### src/rtl/ro_freq_meter_ctrl.sv
// Ring-oscillator frequency meter controller.
// Enables the ring, waits SETTLE_CYCLES for it to stabilise, then counts rising
// edges of the synchronised ring tap over a window of gate_cycles clk cycles.
// The result is latched for parallel readout and loaded into a shift register
// for serial readout on sout.
//
// Ports:
//   clk, rst_n      clock and asynchronous active-low reset
//   start, abort    begin a measurement (IDLE only) / return to IDLE at once
//   mode            0 single-shot, 1 continuous (sampled with start)
//   gate_cycles     window length in clk cycles (0 behaves as 1)
//   ring_tap        asynchronous divided ring output
//   shift_en        shift the serial register one bit (ignored while busy)
//   ring_ena        ring oscillator enable
//   busy            high in SETTLE and MEASURE
//   done            sticky result-available flag
//   result_stb      one-cycle pulse per latched result
//   count/overflow  last latched edge count and its saturation flag
//   sout            MSB of the serial shift register
module ro_freq_meter_ctrl #(
  parameter int unsigned CNT_W         = 16,
  parameter int unsigned GATE_W        = 16,
  parameter int unsigned SETTLE_CYCLES = 16
) (
  input  logic              clk,
  input  logic              rst_n,
  input  logic              start,
  input  logic              abort,
  input  logic              mode,
  input  logic [GATE_W-1:0] gate_cycles,
  input  logic              ring_tap,
  input  logic              shift_en,
  output logic              ring_ena,
  output logic              busy,
  output logic              done,
  output logic              result_stb,
  output logic [CNT_W-1:0]  count,
  output logic              overflow,
  output logic              sout
);

  localparam int unsigned        SettleW    = $clog2(SETTLE_CYCLES);
  localparam logic [SettleW-1:0] SettleLast = SettleW'(SETTLE_CYCLES - 1);
  localparam logic [GATE_W-1:0]  GateOne    = GATE_W'(1);
  localparam logic [CNT_W-1:0]   CntMax     = '1;

  typedef enum logic [1:0] {StIdle, StSettle, StMeasure} state_e;

  state_e              state_q, state_d;
  logic [SettleW-1:0]  settle_q, settle_d;
  logic [GATE_W-1:0]   gate_q, gate_d;
  logic [GATE_W-1:0]   gate_lat_q, gate_lat_d;
  logic                mode_q, mode_d;
  logic [CNT_W-1:0]    edge_cnt_q, edge_cnt_d;
  logic                ovf_q, ovf_d;
  logic [CNT_W-1:0]    count_q, count_d;
  logic                overflow_q, overflow_d;
  logic [CNT_W-1:0]    shreg_q, shreg_d;
  logic                done_q, done_d;
  logic                stb_q, stb_d;
  logic                s1_q, s2_q, s3_q;

  logic                tap_rise;
  logic                cnt_sat;
  logic [CNT_W-1:0]    cnt_inc;
  logic                ovf_now;
  logic                latch;

  // Two-flop synchroniser plus history flop; runs in every state.
  always_ff @(posedge clk or negedge rst_n) begin
    if (!rst_n) begin
      s1_q <= 1'b0;
      s2_q <= 1'b0;
      s3_q <= 1'b0;
    end else begin
      s1_q <= ring_tap;
      s2_q <= s1_q;
      s3_q <= s2_q;
    end
  end

  assign tap_rise = s2_q & ~s3_q;

  always_ff @(posedge clk or negedge rst_n) begin
    if (!rst_n) begin
      state_q    <= StIdle;
      settle_q   <= '0;
      gate_q     <= '0;
      gate_lat_q <= '0;
      mode_q     <= 1'b0;
      edge_cnt_q <= '0;
      ovf_q      <= 1'b0;
      count_q    <= '0;
      overflow_q <= 1'b0;
      shreg_q    <= '0;
      done_q     <= 1'b0;
      stb_q      <= 1'b0;
    end else begin
      state_q    <= state_d;
      settle_q   <= settle_d;
      gate_q     <= gate_d;
      gate_lat_q <= gate_lat_d;
      mode_q     <= mode_d;
      edge_cnt_q <= edge_cnt_d;
      ovf_q      <= ovf_d;
      count_q    <= count_d;
      overflow_q <= overflow_d;
      shreg_q    <= shreg_d;
      done_q     <= done_d;
      stb_q      <= stb_d;
    end
  end

  always_comb begin
    state_d    = state_q;
    settle_d   = settle_q;
    gate_d     = gate_q;
    gate_lat_d = gate_lat_q;
    mode_d     = mode_q;
    edge_cnt_d = edge_cnt_q;
    ovf_d      = ovf_q;
    count_d    = count_q;
    overflow_d = overflow_q;
    shreg_d    = shreg_q;
    done_d     = done_q;
    stb_d      = 1'b0;
    latch      = 1'b0;

    // Saturating count including the edge detected this cycle.
    cnt_sat = (edge_cnt_q == CntMax);
    cnt_inc = (tap_rise && !cnt_sat) ? edge_cnt_q + CNT_W'(1) : edge_cnt_q;
    ovf_now = ovf_q | (tap_rise & cnt_sat);

    unique case (state_q)
      StIdle: begin
        if (start) begin
          mode_d     = mode;
          gate_lat_d = (gate_cycles == '0) ? GateOne : gate_cycles;
          done_d     = 1'b0;
          settle_d   = '0;
          state_d    = StSettle;
        end
      end
      StSettle: begin
        settle_d = settle_q + SettleW'(1);
        if (settle_q == SettleLast) begin
          state_d    = StMeasure;
          gate_d     = gate_lat_q;
          edge_cnt_d = '0;
          ovf_d      = 1'b0;
        end
      end
      StMeasure: begin
        gate_d     = gate_q - GATE_W'(1);
        edge_cnt_d = cnt_inc;
        ovf_d      = ovf_now;
        if (gate_q == GateOne) begin
          latch = 1'b1;
          if (mode_q) begin
            // Back-to-back windows: reload with no gap and no re-settle.
            gate_d     = gate_lat_q;
            edge_cnt_d = '0;
            ovf_d      = 1'b0;
          end else begin
            state_d = StIdle;
          end
        end
      end
      default: state_d = StIdle;
    endcase

    // Abort wins over start and over a coincident result latch.
    if (abort) begin
      state_d = StIdle;
      done_d  = 1'b0;
    end

    if (latch && !abort) begin
      count_d    = cnt_inc;
      overflow_d = ovf_now;
      shreg_d    = cnt_inc;
      stb_d      = 1'b1;
      done_d     = 1'b1;
    end else if (shift_en && (state_q == StIdle)) begin
      shreg_d = {shreg_q[CNT_W-2:0], 1'b0};
    end
  end

  assign ring_ena   = (state_q != StIdle);
  assign busy       = (state_q != StIdle);
  assign done       = done_q;
  assign result_stb = stb_q;
  assign count      = count_q;
  assign overflow   = overflow_q;
  assign sout       = shreg_q[CNT_W-1];

endmodule

### config.mk
export PLATFORM = sky130hd
export DESIGN_NAME = ro_freq_meter_ctrl
export DESIGN_NICKNAME = d
export VERILOG_FILES = /design/src/rtl/ro_freq_meter_ctrl.sv
export SDC_FILE = /design/constraint.sdc
export NUM_CORES = 1
export LEC_CHECK = 0
export CAP_MARGIN = 20
export CORE_ASPECT_RATIO = 0.8
export CORE_MARGIN = 4
export CORE_UTILIZATION = 50
export DETAILED_ROUTE_END_ITERATION = 10
export PLACE_DENSITY = 0.71
export SLEW_MARGIN = 20
export SYNTH_ARGS = -nofsm -noshare
export SYNTH_HDL_FRONTEND = slang
export SYNTH_SLANG_ARGS = --single-unit
### constraint.sdc
create_clock -name clk -period 2.4 [get_ports clk]
set_input_delay 0.72 -clock clk [delete_from_list [all_inputs] [get_ports clk]]
set_output_delay 0.72 -clock clk [all_outputs]
set_load 0.02 [all_outputs]
==> impl_metrics.env <==
export IMPL_port_buffers=44
export IMPL_core_area_um2=9154
export IMPL_finalCritPeriodShare=0.9642
export IMPL_num_vias=3801
export IMPL_pre_cts_slack_ns=0.03177
export IMPL_comb_power_share=0.095
export IMPL_final_layout_size_suffix_gt1_frac=0.1445
export IMPL_critPathSlowestCell="clkdlybuf4s50_1"
export IMPL_final_common_cell="dfrtp_1"
export IMPL_syn_area_per_cell_um2=10.15
export IMPL_cts_resized_gates=0
export IMPL_worstSetupEndpointType="output pin"
export IMPL_globalplace_congestion=0.8452
export IMPL_cp_start_kind="flip-flop"
export IMPL_setup_viol_count_final=0
export IMPL_cpPeakStageDelay_ns=0.54
export IMPL_holdWs_ns=0.3536
export IMPL_grtUsageMet2=0.2988
export IMPL_tritoncts="done"
export IMPL_first_global_vias=3636
export IMPL_critPathBufInv=2
export IMPL_p_int_mw=2.777
export IMPL_ys_flop_type="dfrtp_1"
export IMPL_numCtsBuffers=9
export IMPL_synthCells=468
export IMPL_rsz0062_at_grt="no"
export IMPL_maxSlewHeadroom=0.5876
export IMPL_num_fill_cells=758
export IMPL_grtUsageMet3=0.05013
export IMPL_synth_net_count=495
export IMPL_ioPinCount=45
export IMPL_p_leak_nw=2.469
export IMPL_tns_ns=0
export IMPL_drv_slew=0
export IMPL_drtAntennaViolNets=0
export IMPL_clock_sinks=94
export IMPL_clkPwrFrac=0.417
export IMPL_dr_pass1_iters=5
export IMPL_final_cells=634
export IMPL_ir_drop_mv=0.4033
export IMPL_area_growth_pct=20.82
export IMPL_path_clk_slew_ns=0.06
export IMPL_grt_pass1_wl_um=18290
export IMPL_postLayoutCoreUtil=0.6267
export IMPL_fin_nets=541
export IMPL_hp_class="reg -> reg"
export IMPL_antenna_found_initial=0
export IMPL_final_area_um2=5737
export IMPL_htree_num_levels=3
export IMPL_crit_type="reg -> out"
export IMPL_finClkSkew_ns=0.006873
export IMPL_seqPwrFrac=0.488
export IMPL_arrival_ns=1.59
export IMPL_switchingPower_mw=0.8607
export IMPL_die_area_um2=11130
export IMPL_max_freq_mhz=432.1
export IMPL_finalPower_mw=3.637
export IMPL_grt_total_usage=0.2105
export IMPL_clock_root_buffer="clkbuf_16"
export IMPL_grt_max_degree=95
export IMPL_start_util=0.5187
export IMPL_fin_crit_ns=2.314
export IMPL_die_h_um=95.16
export IMPL_drc=0
export IMPL_max_cap_viol_count=0
export IMPL_post_cts_buffers=0
export IMPL_clockBufferDepth=2
export IMPL_netSwitchingFraction=0.2366
export IMPL_dp_cells=618
export IMPL_worstPathRequired_ns=1.68
export IMPL_grt_busiest_layer="met1"
export IMPL_fp_dieW_um=117.0
export IMPL_first_iter_violations=325
export IMPL_p_per_area_nw_per_um2=634.0
export IMPL_worst_slew_pin_slew_ns=0.6031
export IMPL_grt_remaining_overflow=0
export IMPL_ctsHoldBuffers=0
export IMPL_placed_area_um2=5416
export IMPL_setup_slack_ns=0.08587
export IMPL_routedWlPerCell_um=17.06
export IMPL_antennaDiodeCount=0
export IMPL_use_met1=0.3203
export IMPL_synth_edf_count=0
export IMPL_synth_distinct_cells=65
export IMPL_synth_seq_area_share=0.4954
export IMPL_final_cell_mix="dfrtp_1, a21oi_1, clkdlybuf4s50_1"
export IMPL_drt_wl_total_um=10820
export IMPL_syn_area_um2=4748
export IMPL_crit_chain="nor2_1, inv_1, clkdlybuf4s50_1"
export IMPL_vias_per_cell=5.995
export IMPL_path_max_fanout=7
export IMPL_clock_latency_ns=0.34
export IMPL_num_rows=31
export IMPL_cp_top_family="buffers and inverters"
export IMPL_final_hold_viol_count=0
export IMPL_synth_warning_count=0
export IMPL_hpwl_um=7492
export IMPL_async_flop_share=1.000
export IMPL_ys_ff_latch=94
export IMPL_status="completed"
sequential cells by signal (all words and copies together) (netlist names), 2 cells and up:
signal      count
gate_q         16
state_q         2
settle_q        4
gate_lat_q     16
edge_cnt_q     16
count          16
shreg_q        16
final cells by class:
| type | instances | area (um2) | share of cell area |
|---|---|---|---|
| sequential | 94 | 2354 | 0.4103 |
| multi-input combinational | 332 | 2223 | 0.3876 |
| timing repair buffer | 67 | 663.1 | 0.1156 |
| clock buffer | 11 | 232.7 | 0.04057 |
| tap | 115 | 143.9 | 0.02508 |
| clock inverter | 5 | 82.58 | 0.01439 |
| inverter | 10 | 37.54 | 0.006543 |
power by group through the flow:
stage | clock network (mW) | registers [mW] | logic, mW
after global placement | 0 | 1.80 | 0.340
after CTS | 1.55 | 1.77 | 0.350
after floorplan | 0 | 1.77 | 0.203
after global routing | 1.62 | 1.79 | 0.388
after detailed placement | 0 | 1.80 | 0.349
final | 1.52 | 1.77 | 0.347
worst register-to-register path: stages (launching register included):
cell      delay, ns
dfrtp_1        0.39
inv_1          0.10
ha_1           0.14
nor4b_2        0.30
buf_4          0.18
nand2b_1       0.11
or4_1          0.44
or3_1          0.40
o21ai_1        0.09
final timing paths:
check / from / endpoint / slack, ns / cells after the start
worst max-delay path: state_q[1] / ring_ena / 0.09 / 3
worst min-delay path: s1_q / s2_q / 0.35 / 0
worst max register to register: gate_q[1] / shreg_q[10] / 0.19 / 8
worst min register to register: s1_q / s2_q / 0.35 / 0
max in group asynchronous: rst_n / gate_q[3] / 1.61 / 2
min in group asynchronous: rst_n / settle_q[3] / 0.42 / 2
cell usage after synthesis, types with 3 or more instances:
cell type	number	area, um2
xor2_1	5	43.79
or3_1	3	18.77
mux2i_1	7	70.07
nor3_2	3	30.03
nand3_1	15	75.07
and2_1	3	18.77
buf_2	11	55.05
o211ai_1	3	22.52
inv_1	10	37.54
nand4_1	7	43.79
nor4_1	6	37.54
xnor2_1	8	70.07
nor2_1	26	97.59
a21o_1	3	22.52
and3_1	19	118.9
nand2_1	29	108.9
o22a_1	3	26.28
nand2b_1	7	43.79
o21ai_0	15	75.07
o221a_2	4	45.04
a211oi_1	15	112.6
nor3_1	7	35.03
dfrtp_1	94	2352
a31oi_1	14	87.58
mux2_2	20	225.2
a22o_1	4	35.03
clkbuf_1	19	71.32
ha_1	4	50.05
o21a_1	6	45.04
and4_1	5	43.79
a21oi_1	50	250.2
routing by layer:
| layer | vias to the layer above | part of all wire |
|---|---|---|
| met4 | 0 | 0.010 |
| met5 | - | 0 |
| met1 | 1857 | 0.49 |
| li1 | 1827 | - |
| met3 | 11 | 0.060 |
| met2 | 106 | 0.44 |
logic make-up after synthesis:
kind of cell             synth area share
adder cells (fa/ha/maj)           0.01054
XOR/XNOR                          0.02398
multiplexers                      0.06219
AND/OR/NAND/NOR                    0.1802
flip-flops                         0.4954
buffers and inverters             0.03847
AO/OA/AOI/OAI                      0.1892
(Power assumes the default switching activity.)
